### src/rtl/bram_arbiter.sv
// bram_arbiter: round-robin sharing of one single-port BRAM (1-cycle read latency)
// among NUM_REQ requesters, one access per cycle, with read-valid routed back to the
// requester that issued the read.
// Optional feature: define BRAM_ARB_LOCK_EN to add the req_lock port and an
// IDLE/LOCKED FSM that reserves the BRAM for one owner (atomic read-modify-write).
module bram_arbiter #(
  parameter int NUM_REQ    = 2,
  parameter int ADDR_WIDTH = 10,
  parameter int DATA_WIDTH = 32
) (
  input  logic                           clk,
  input  logic                           rst,
  input  logic [NUM_REQ-1:0]             req,
  input  logic [NUM_REQ-1:0]             req_we,
`ifdef BRAM_ARB_LOCK_EN
  input  logic [NUM_REQ-1:0]             req_lock,
`endif
  input  logic [NUM_REQ*ADDR_WIDTH-1:0]  req_addr,
  input  logic [NUM_REQ*DATA_WIDTH-1:0]  req_w_data,
  output logic [NUM_REQ-1:0]             gnt,
  output logic [NUM_REQ-1:0]             r_valid,
  output logic [DATA_WIDTH-1:0]          r_data,
  output logic [ADDR_WIDTH-1:0]          mem_addr,
  output logic [DATA_WIDTH-1:0]          mem_w_data,
  output logic                           mem_we,
  input  logic [DATA_WIDTH-1:0]          mem_r_data
);

  localparam int IDX_W = $clog2(NUM_REQ);

  logic [IDX_W-1:0]   rr_ptr;
  logic [IDX_W-1:0]   winner;
  logic               found;
  logic [NUM_REQ-1:0] eligible;
  logic [NUM_REQ-1:0] r_valid_q;

  // Index of the next requester after v, wrapping the last one back to 0.
  function automatic logic [IDX_W-1:0] inc_wrap(input logic [IDX_W-1:0] v);
    if (int'(v) == NUM_REQ - 1) begin
      return '0;
    end else begin
      return v + 1'b1;
    end
  endfunction

`ifdef BRAM_ARB_LOCK_EN
  typedef enum logic {IDLE, LOCKED} lock_state_t;

  lock_state_t      state, state_next;
  logic [IDX_W-1:0] owner, owner_next;
  logic             owner_drop;

  // Lock state register: reset returns to IDLE with owner 0.
  always_ff @(posedge clk) begin
    if (rst) begin
      state <= IDLE;
      owner <= '0;
    end else begin
      state <= state_next;
      owner <= owner_next;
    end
  end

  // Next lock state: lock on a grant with req_lock, release on an unlocked owner access or owner leaving.
  always_comb begin
    state_next = state;
    owner_next = owner;
    case (state)
      IDLE: begin
        if (found && req_lock[winner]) begin
          state_next = LOCKED;
          owner_next = winner;
        end
      end
      LOCKED: begin
        if (!req[owner] || !req_lock[owner]) begin
          state_next = IDLE;
        end
      end
      default: state_next = IDLE;
    endcase
  end

  // Lock outputs: while LOCKED only the owner may compete; flag the owner giving up the lock.
  always_comb begin
    eligible   = req;
    owner_drop = 1'b0;
    if (state == LOCKED) begin
      eligible        = '0;
      eligible[owner] = req[owner];
      owner_drop      = !req[owner];
    end
  end
`else
  // Without locking every requesting port competes.
  always_comb begin
    eligible = req;
  end
`endif

  // Round-robin search starting at rr_ptr, wrapping modulo NUM_REQ.
  always_comb begin
    int idx;
    idx    = 0;
    found  = 1'b0;
    winner = '0;
    for (int k = 0; k < NUM_REQ; k++) begin
      idx = int'(rr_ptr) + k;
      if (idx >= NUM_REQ) begin
        idx = idx - NUM_REQ;
      end
      if (!found && eligible[idx]) begin
        found  = 1'b1;
        winner = IDX_W'(idx);
      end
    end
  end

  // Steer the winner onto the bus; idle or reset cycles drive zeros so nothing is written.
  always_comb begin
    gnt        = '0;
    mem_addr   = '0;
    mem_w_data = '0;
    mem_we     = 1'b0;
    if (found && !rst) begin
      gnt[winner] = 1'b1;
      mem_addr    = req_addr[winner*ADDR_WIDTH +: ADDR_WIDTH];
      mem_w_data  = req_w_data[winner*DATA_WIDTH +: DATA_WIDTH];
      mem_we      = req_we[winner];
    end
  end

  // Pointer moves just past each winner; the owner leaving a lock hands priority to the next port.
  always_ff @(posedge clk) begin
    if (rst) begin
      rr_ptr <= '0;
`ifdef BRAM_ARB_LOCK_EN
    end else if (owner_drop) begin
      rr_ptr <= inc_wrap(owner);
`endif
    end else if (found) begin
      rr_ptr <= inc_wrap(winner);
    end
  end

  // Reads granted this cycle come back next cycle, aligned with the BRAM output.
  always_ff @(posedge clk) begin
    if (rst) begin
      r_valid_q <= '0;
    end else begin
      r_valid_q <= gnt & ~req_we;
    end
  end

  // A reset arriving while a read is in flight suppresses its valid.
  always_comb begin
    r_valid = r_valid_q & {NUM_REQ{~rst}};
    r_data  = mem_r_data;
  end

endmodule

### config.mk
export PLATFORM = sky130hd
export DESIGN_NAME = bram_arbiter
export DESIGN_NICKNAME = d
export VERILOG_FILES = /design/src/rtl/bram_arbiter.sv
export SDC_FILE = /design/constraint.sdc
export NUM_CORES = 1
export LEC_CHECK = 0
export CORE_MARGIN = 8
export CORE_UTILIZATION = 20
export DETAILED_ROUTE_END_ITERATION = 6
export HOLD_SLACK_MARGIN = 0.06
export PLACE_DENSITY_LB_ADDON = 0.1
export SLEW_MARGIN = 0
export SYNTH_ARGS = -nofsm -noshare
export SYNTH_HDL_FRONTEND = slang
export SYNTH_SLANG_ARGS = --single-unit
### constraint.sdc
create_clock -name clk -period 1.3 [get_ports clk]
set_clock_uncertainty 0.1 [all_clocks]
set_input_delay 0.13 -clock clk [delete_from_list [all_inputs] [get_ports clk]]
set_output_delay 0.13 -clock clk [all_outputs]
set_load 0.05 [all_outputs]
==> results of run 1 <==
-- cells in the mapped netlist --
| cell | count | area, sq um |
|---|---|---|
| a21boi_2 | 1 | 11.3 |
| a21oi_1 | 1 | 5.00 |
| a32oi_1 | 43 | 377 |
| buf_2 | 8 | 40.0 |
| buf_4 | 33 | 248 |
| buf_6 | 5 | 56.3 |
| clkbuf_1 | 6 | 22.5 |
| dfxtp_1 | 3 | 60.1 |
| nand2_1 | 3 | 11.3 |
| nand2b_1 | 2 | 12.5 |
| nor2_1 | 45 | 169 |
| nor2b_1 | 2 | 12.5 |
| nor3_1 | 1 | 5.00 |
| nor3_2 | 1 | 10.0 |
-- registers in the layout, summed over array words and instances, names as in the netlist --
register / count
r_valid_q: 2
rr_ptr: 1
-- worst register-to-register path: stages (launching register included) --
cell and delay [ns]:
dfxtp_4 0.36, nand2b_4 0.16, nand2_1 0.09, buf_4 0.16, nor3_2 0.10
-- metal layers --
layer  GRT usage (%)  wire length (microns)  vias up
met4            2.92                     60        0
met3            7.13                    726       12
met1            17.7                   2530      776
met2            28.5                   3480      108
met5               0                      0        -
li1                -                      -      778
-- worst max-delay path by stage --
stage / startpoint / to / slack, ns / depth (start not counted)
after detailed placement: req[0] / mem_w_data[3] / -0.44 / 7
after CTS: rr_ptr$_SDFFE_PP0P_ / mem_w_data[18] / -0.40 / 6
after floorplan: rst / r_valid[0] / -0.16 / 3
after global routing: rr_ptr$_SDFFE_PP0P_ / mem_w_data[7] / -0.42 / 6
final: rr_ptr$_SDFFE_PP0P_ / mem_w_data[7] / -0.36 / 6
after global placement: req[0] / mem_w_data[10] / -0.42 / 7
-- stage by stage --
stage / cells / setup WS (ns) / TNS (ns) / util, %
floorplan: 154 / -0.159 / -3.36 / -
global placement: 323 / -0.423 / -16.82 / 60.4
detailed placement: 323 / -0.441 / -17.66 / 60.4
CTS: 333 / -0.398 / -15.23 / 68.5
global route: 334 / -0.421 / -16.76 / 69.7
finish: 334 / -0.363 / -14.27 / 69.7
-- what timing repair did --
action                                  4_1_cts  5_1_grt
pin swaps                                     2        6
resized for setup                            38        8
buffers inserted                              4        0
endpoints found under the setup margin       45       44
cloned                                        2        2
-- cells by family after synthesis --
| group | Yosys count | share of synthesized area (%) |
|---|---|---|
| buffers and inverters | 52 | 35.3 |
| flip-flops | 3 | 5.78 |
| AO/OA/AOI/OAI | 45 | 37.8 |
| AND/OR/NAND/NOR | 54 | 21.2 |
-- final cells by class --
type / instances / area (sq um) / share of cell area [%]
clock buffers: 4 / 45.0 / 1.27
well taps: 70 / 87.6 / 2.47
multi-input cells: 99 / 1230 / 34.7
flip-flops and latches: 3 / 63.8 / 1.80
repair buffers: 158 / 2120 / 59.8
-- power by group through the flow --
stage                     logic, W  clock network (W)  registers [W]
after floorplan           0.000954                  0       0.000101
final                      0.00163           0.000270       0.000101
after global placement     0.00145                  0       0.000103
after CTS                  0.00161           0.000279       0.000102
after detailed placement   0.00145                  0       0.000103
after global routing       0.00170           0.000289       0.000102
==> metrics.md, run 1 <==
| Metric | Value |
|---|---|
| Status | complete, but fails checks |
| Failing checks | setup timing |
| Int Pwr | 0.00114 W |
| Synth cell types | 14 |
| Max_slew headroom | 78.4% |
| Total CTS buffers | 3 |
| Max-capacitance violation count | 0 |
| Endpoint type of the worst setup path | output pin |
| GR Overflow Total | 0 |
| Synth Instances | 154 |
| Worst path required time | 1.07 ns |
| Sequential area share after synthesis | 5.78% |
| Worst IR drop on VDD | 0.000891 V |
| Worst Hold Path EP | r_data[11] |
| Via density | 5.01 |
| Pin count of the biggest net entering global routing | 25 |
| Drt pass-1 iters | 4 |
| Core area | 5070 sq um |
| Die width | 88.1 microns |
| Routed wire length | between 6000 and 7000 microns |
| Dpl hpwl | approximately 5000 microns |
| RD Place Congestion | 0.725 |
| Final WS setup | -0.363 ns |
| Most frequent cells in the layout | 86 x clkdlybuf4s50_1, 50 x buf_12, 35 x nor2_4, 34 x a32oi_2, 13 x buf_4 |
| Clk pwr share | a little over an eighth |
| Worst slew pin tran | 0.324 ns |
| Fill count | between 300 and 400 |
| Register share of total power | 5.1% |
| Root Driver | clkbuf_8 |
| CP startpoint kind | register |
| CP Max Fanout | 5 |
| Logic gate share of total power | roughly four fifths |
| Setup slack, reg-to-reg | 0.26 ns |
| CTS tree | built |
| Syn Area/Cell | 6.75 sq um |
| Max incr delay on CP | 0.35 ns |
| Nets | around 390 |
| GRT Overall Usage | 16.2% |
| Worst r2r src | rr_ptr$_SDFFE_PP0P_ |
| Total die area | approximately 7800 sq um |
| Critical path cell sequence | a21boi_4 -> buf_6 -> buf_8 -> a32oi_1 -> nor2_2 -> buf_12 |
| WS Path Type | register to output pin |
| Routed wire per std cell | ~20 microns |
| Hold WS | 0.160 ns |
| Cell family with most CP delay | buffers and inverters |
| Buffers & Inverters on Critical Path | 3 |
| Worst-Skew Late Latency | around 0.21 ns |
| PortBufs | ~140 |
| CTS sink cnt | 3 |
| Drt drc | 0 |
| Clock period minus worst slack | 1.66 ns |
| Final setup vio count | 44 |
| Leak | 1.21 nW |
| Post-DRT Antenna Nets | 0 |
| R2r endpoint | r_valid_q[1]$_SDFF_PP0_ |
| Final Hold Fails | 0 |
| Std cell rows | 26 |
| Clock Tree Buf Depth | 2 |
| Pwr Density | 565 nW/um^2 |
| Maximum clock rate | 601 MHz |
| Critical path's slowest cell | dfxtp_4 |
| Fin area | 3540 sq um |
| Min-Delay Path Class | input pin to output pin |
| Mapped cell area | a little over 1000 sq um |
| Initial antenna violation count | 0 |
| CP Data Arrival Time | 1.43 ns |
| Drt initial violations | 48 |
| Number of global-route vias before repair | 1847 |
| First-pass GRT wire length | around 10000 microns |
| Area Growth Syn to Fin | 240% |
| H-tree lvl count | 1 |
| Most common cell after layout, fill and taps aside | clkdlybuf4s50_1 |
| Max-slew violations | 0 |
| Worst hold path cell count | 0 |
| Starting Density | between 20% and 30% |
| Chip height | 88.1 microns |
| Switching power | 0.000858 W |
| IO Pins | approximately 200 |
| Vias | between 1500 and 2000 |
| Hold buffers post-CTS | 0 |
| Synth Net Count | around 280 |
| Warning count from the yosys run | 0 |
| Placed cell area | 3070 sq um |
| Worst-path clk slew | 0.03 ns |
| Share of cells above drive strength 1 | between 60% and 70% |
| R2R depth | 4 |
| Ant diodes | 0 |
| Total chip power | around 0.002 W |
| Unrepaired setup endpoints after global routing | true |
| Final Cycle Share | 128% |
| Synth Register Bits | 3 |
| Sw Share | 42.9% |
| Hold Startpoint | mem_r_data[11] |
Power figures use the tool's default switching activity.
==> inputs of run 2 (changes only) <==
--- a/config.mk
+++ b/config.mk
@@ -14,3 +14,4 @@
 export SYNTH_ARGS = -nofsm -noshare
 export SYNTH_HDL_FRONTEND = slang
 export SYNTH_SLANG_ARGS = --single-unit
+export TNS_END_PERCENT = 5
==> metrics.md, run 2 (synthesized netlist as in run 1, its figures left out) <==
| Metric | Value |
|---|---|
| Hold WS | 0.160 ns (-0.00000300 ns) |
| Worst-Skew Late Latency | 0.21 ns (about the same) |
| Hold buffers post-CTS | 0 (unchanged) |
| Metal1 wirelength | 2450 microns (-3.2%) |
| Vias | 1617 (-3.4%) |
| Root Driver | clkbuf_8 |
| Worst slack, placed | -0.421 ns (+0.0203 ns) |
| Drt pass-1 iters | 4 (unchanged) |
| Max reg flops | 2 (unchanged) |
| Failing checks | setup timing |
| Via density | 4.90 (-2.2%) |
| Top Metal Used | met4 |
| GR Overflow Total | 0 (unchanged) |
| Clock period minus worst slack | 1.63 ns (-0.0301 ns) |
| Std cell rows | 26 (unchanged) |
| DR WL met3 | 812 microns (+12%) |
| Worst path required time | 1.07 ns (about the same) |
| Dpl hpwl | 4980 microns (-0.90%) |
| Max-capacitance violation count | 0 (unchanged) |
| Most common cell after layout, fill and taps aside | clkdlybuf4s50_1 |
| CP Data Arrival Time | 1.40 ns (-0.03 ns) |
| Biggest regs | r_valid_q: 2 flops, rr_ptr: 1 flops |
| Worst hold path cell count | 0 (unchanged) |
| Nets | 383 (-1.0%) |
| Largest register by flop count | r_valid_q |
| Worst-path clk slew | 0.03 ns (about the same) |
| Area taken by multi-input logic gates | 796 sq um (-35%) |
| IO Pins | 201 (unchanged) |
| Total die area | 7760 sq um (unchanged) |
| CTS tree | built |
| DR WL met2 | 3130 microns (-10%) |
| Worst Hold Path EP | r_data[16] |
| Routed wire length | 6420 microns (-5.5%) |
| Final Cycle Share | 126% (-2.3 points) |
| First-pass GRT wire length | 9320 microns (-6.8%) |
| PortBufs | 136 (unchanged) |
| Post-DRT Antenna Nets | 0 (unchanged) |
| Chip height | 88.1 microns (unchanged) |
| Ant diodes | 0 (unchanged) |
| Final Hold Fails | 0 (unchanged) |
| GRT Overall Usage | 15.1% (-1.1 points) |
| Max_slew headroom | 72.0% (-6.4 points) |
| Number of global-route vias before repair | 1697 (-8.1%) |
| H-tree lvl count | 1 (unchanged) |
| Total CTS buffers | 3 (unchanged) |
| Drt drc | 0 (unchanged) |
| CTS sink cnt | 3 (unchanged) |
| Pwr Density | 587 nW/um^2 (+3.9%) |
| Routed wire per std cell | 19.5 microns (-4.4%) |
| Clock Tree Buf Depth | 2 (unchanged) |
| Initial antenna violation count | 0 (unchanged) |
| Hold Startpoint | mem_r_data[16] |
| Area Growth Syn to Fin | 194% |
| R2r endpoint | r_valid_q[1]$_SDFF_PP0_ |
| R2R depth | 5 (+1) |
| Most frequent cells in the layout | 86 x clkdlybuf4s50_1, 50 x buf_12, 43 x nor2_2, 37 x a32oi_1, 7 x buf_4 |
| CP Max Fanout | 12 (+7) |
| Endpoint type of the worst setup path | output pin |
| Maximum clock rate | 612 MHz (+1.8%) |
| Pin count of the biggest net entering global routing | 27 (+8.0%) |
| WS Path Type | register to output pin |
| Worst IR drop on VDD | 0.000359 V (-60%) |
| Die width | 88.1 microns (unchanged) |
| RD Place Congestion | 0.787 (+8.6%) |
| Leak | 1.11 nW (-8.3%) |
| DP Cell Count | 321 (-0.62%) |
| Setup slack, reg-to-reg | 0.13 ns (-0.13 ns) |
| Worst r2r src | rr_ptr$_SDFFE_PP0P_ |
| Storage cell area | 61.3 sq um (-3.9%) |
| Layout Cells excl Fill | 330 (-1.2%) |
| Min-Delay Path Class | input pin to output pin |
| Fill count | 438 (+16%) |
| Final setup vio count | 45 (+2.3%) |
| Status | complete, but fails checks |
| Unrepaired setup endpoints after global routing | true |
| Max-slew violations | 0 (unchanged) |
| Final WS setup | -0.333 ns (+0.0301 ns) |
| Starting Density | 20.5% (unchanged) |
| Worst slew pin tran | 0.420 ns (+0.0961 ns) |
| Drt initial violations | 43 (-10%) |
| Share of cells above drive strength 1 | 48.1% (-13 points) |
| CP startpoint kind | register |
| Core area | 5070 sq um (unchanged) |
## run 2: worst max path at each step
| stage | startpoint | to | cells after the start | slack [ns] |
|---|---|---|---|---|
| floorplan | rr_ptr$_SDFFE_PP0P_ | mem_addr[3] | 5 | -0.19 |
| global placement | req[0] | mem_addr[0] | 6 | -0.40 |
| detailed placement | req[0] | mem_w_data[24] | 6 | -0.42 |
| CTS | rr_ptr$_SDFFE_PP0P_ | mem_addr[6] | 6 | -0.38 |
| global route | rr_ptr$_SDFFE_PP0P_ | mem_w_data[22] | 6 | -0.41 |
| finish | rr_ptr$_SDFFE_PP0P_ | mem_w_data[22] | 6 | -0.33 |
## run 2: timing repair
action                                  4_1_cts  5_1_grt
buffers inserted                              3        1
gates cloned                                  2        1
endpoints found under the setup margin       45       45
resized for setup                            18        5
pin swaps                                     3        7
## run 2: worst max-delay path, stage by stage, from the launching register on
cell	delay [ns]
dfxtp_2	0.33
a21boi_4	0.17
buf_6	0.14
buf_12	0.13
a32oi_1	0.07
nor2_2	0.19
buf_12	0.15
## run 2: layout make-up
cell class | instances | share of cell area (%)
repair buffers | 154 | 67.6
multi-input cells | 99 | 26.0
well taps | 70 | 2.86
flip-flops and latches | 3 | 2.00
clock buffers | 4 | 1.47
## run 2: metal layers
layer,vias up,global-route usage [%]
met2,101,26.3
met3,10,6.10
li1,757,-
met1,749,16.8
met4,0,3.23
met5,-,0
## run 2: where the power goes
group / internal [W] / total (W) / switching (W)
Sequential: 0.0000979 / 0.000101 / 0.00000313
Combinational: 0.000746 / 0.00143 / 0.000681
Clock: 0.000209 / 0.000269 / 0.0000602
## run 2: stage by stage
step	total power, W	setup TNS, ns	utilization (%)	cell area, sq um
2_1_floorplan	0.000972	-7.84	-	1160
5_1_grt	0.00188	-15.64	60.3	3060
3_3_place_gp	0.00144	-16.12	55.9	2840
3_5_place_dp	0.00145	-17.19	55.9	2840
6_report	0.00180	-12.76	60.3	3060
4_1_cts	0.00181	-13.80	60.0	3040
==> patch, RTL diff (flow settings as in run 1) <==
Change the parameter `NUM_REQ` from 2 to 4.
--- a/src/rtl/bram_arbiter.sv
+++ b/src/rtl/bram_arbiter.sv
@@ -6,3 +6,3 @@
 module bram_arbiter #(
-  parameter int NUM_REQ    = 2,
+  parameter int NUM_REQ    = 4,
   parameter int ADDR_WIDTH = 10,
Interface: changed (6 resized); port bits go from 201 to 293. No check against the original RTL was run, so the function may have changed too.
==> patch against run 1 <==
- the flow still finishes with violations (setup timing)
- power rose to 4.0 times the old value
- via count rose by 64%
- count of clock-buffer cells in the layout fell by 1
- global-route usage rose by 0.53 points
- final area rose by 89%
- non-clock buffer count rose by 118
- setup slack got worse by 520 ps
- routed wire length rose by 78%
- register-to-register slack got worse by 870 ps
- synthesized area rose by 94%
- synthesized cell count rose by 45%
- first-iteration DRC count rose by 10%
- sequential cell count rose by 3
- critical path type unchanged
- largest cell class unchanged
==> patch: results (changes against run 1) <==
[logic_synthesis]
synth-warning-count = 0  ; unchanged
synth_flop_cell = dfxtp_1
synth_common_cells = 87 x mux2i_1, 35 x buf_4, 35 x o22ai_1, 12 x buf_6
synthAdderAreaFrac_pct = 1.86  ; +1.9 points
synth-xor-area-share_pct = 0  ; unchanged
synth_nets = 437  ; +58%
synth_compound_area_share_pct = 17.9  ; -20 points
synth_seq_area_share_pct = 5.97  ; +0.19 points
synth.area.top_cells = mux2i_1 43%, buf_4 13%, o22ai_1 11%
async_flop_share_pct = 0  ; unchanged
ys_types = 26  ; +12
synthMuxAreaShare_pct = 43.3  ; +43 points

[detailed_routing]
dr.pass1.iters = 4  ; unchanged
wl_per_cell_um = 20.7  ; +1.6%
vias = 2750  ; +64%
drt_iter0_drc = 53  ; +10%
ant_nets = 0  ; unchanged

[clock_tree]
cts_inserted_buffers = 3  ; unchanged
cts.htree.levels = 1  ; unchanged
clkLatencyLatePin_ps = 230  ; +20 ps
cts_root_buffer = clkbuf_8
clk_pin_slew_ps = 40
clock_path_buffers = 2  ; unchanged

[global_routing]
grt_pass1_wl_mm = 17.4  ; +74%
grt_max_degree = 17  ; -32%
track_usage_pct = 16.8  ; +0.53 points
antenna_found_initial = 0  ; unchanged
grt_pass1_vias = 3168  ; +72%
grt_overflow = 0  ; unchanged

[run_status]
failed_checks = setup timing
status = finished, violations left

[setup_path]
cp_slowest_stage_delay_ps = 360
cp_max_fo = 8  ; +3
rrSetupSlack_ps = -610  ; -870 ps
slowest_stage = dfxtp_4
arrival_ps = 1950  ; +520 ps

[pwr]
leakage_nw = 2.24  ; +85%
ir_drop_v = 0.000537  ; -40%

[placed_design]
gp_congestion = 0.803  ; +11%
dp_hpwl_mm = 9.84  ; +96%
numPortBuffers = 228  ; +68%
placed_area_um2 = 5540  ; +81%

[cells_and_area]
num-nets-final = 668  ; +73%
n_fill_cell = 727  ; +93%
drive_gt1_share_pct = 55.6  ; -5.0 points
top_regs = r_valid_q x4, rr_ptr x2
diodes = 0  ; unchanged

[hold_path]
min_path_type = primary input to output port

[sta]
worstMarginPinSlew_ps = 452  ; +128 ps
setup_ws_ps = -884  ; -521 ps
setup_viol = 52  ; +18%

[patch: changes by cell type in the layout (fill, tap and decap cells not counted), moves of 6 or more]
cell / before / now
a32oi_2: 34 / 0
mux2i_4: 0 / 57
mux2i_2: 0 / 20
buf_4: 13 / 22
buf_12: 50 / 62
mux2i_1: 0 / 10
o22ai_4: 0 / 43
nor2_4: 35 / 3
a32oi_1: 6 / 0
nor2_2: 10 / 1
clkdlybuf4s50_1: 86 / 172
[patch: kinds of logic after synthesis]
group,after synthesis
mux,87
buf+inv,52
compound gates,48
simple gates,28
flops,6
fa+ha+maj,3
[patch: final cells by class]
cell class	count	area, um2	area share, %
clock buffers	3	41.3	0.616
multi-input cells	166	2940	43.8
flip-flops and latches	6	128	1.90
repair buffers	276	3420	51.0
inverters	2	10.0	0.149
well taps	133	166	2.48
[patch: path summary, 6_finish.rpt]
check	start	cells after the start	to
max	rr_ptr[0]$_SDFFE_PP0P_	11	gnt[0]
max reg2reg	rr_ptr[0]$_SDFFE_PP0P_	11	r_valid_q[0]$_SDFF_PP0_
min reg2reg	rr_ptr[0]$_SDFFE_PP0P_	2	rr_ptr[0]$_SDFFE_PP0P_
min	mem_r_data[12]	0	r_data[12]
[patch: what timing repair did]
item | in CTS | in global routing
pin swaps | 2 | 7
gates cloned | 2 | 1
buffers inserted | 5 | 5
endpoints found under the setup margin | 57 | 53
resized for setup | 133 | 50
[patch: metrics by stage]
stage | hold WS (ps) | TNS, ps | total power [W] | setup WS (ps) | std cells
6_report | 160 | -41720 | 0.00796 | -884 | 586
5_1_grt | 160 | -45600 | 0.00830 | -957 | 586
4_1_cts | 160 | -41180 | 0.00754 | -869 | 580
3_5_place_dp | 160 | -49870 | 0.00623 | -1050 | 570
3_3_place_gp | 160 | -48130 | 0.00618 | -1020 | 570
2_1_floorplan | 95.0 | -19100 | 0.00408 | -393 | 224
[patch: metal layers]
metal  part of all wire, %  vias to the layer above  global-route usage (%)  wire [um]
li1                      -                     1279                       -          -
met2                    56                      143                    32.3       6730
met4                   3.0                        0                    5.79        359
met5                     0                        -                       0          0
met3                   9.1                       29                    5.22       1100
met1                    32                     1299                    16.5       3920
[patch: worst max-delay path, delay by kind of cell (launching register included)]
kind            cells  cell delay [ps]
flops               1              360
simple gates        3              320
buf+inv             6              690
fa+ha+maj           1              140
compound gates      1              210
[patch: power by group]
part           leakage (nW)  internal [W]  switching [W]
registers            0.0504      0.000218      0.0000355
clock network        0.0216      0.000200      0.0000925
logic                  2.17       0.00398        0.00344
total                  2.24       0.00440        0.00356
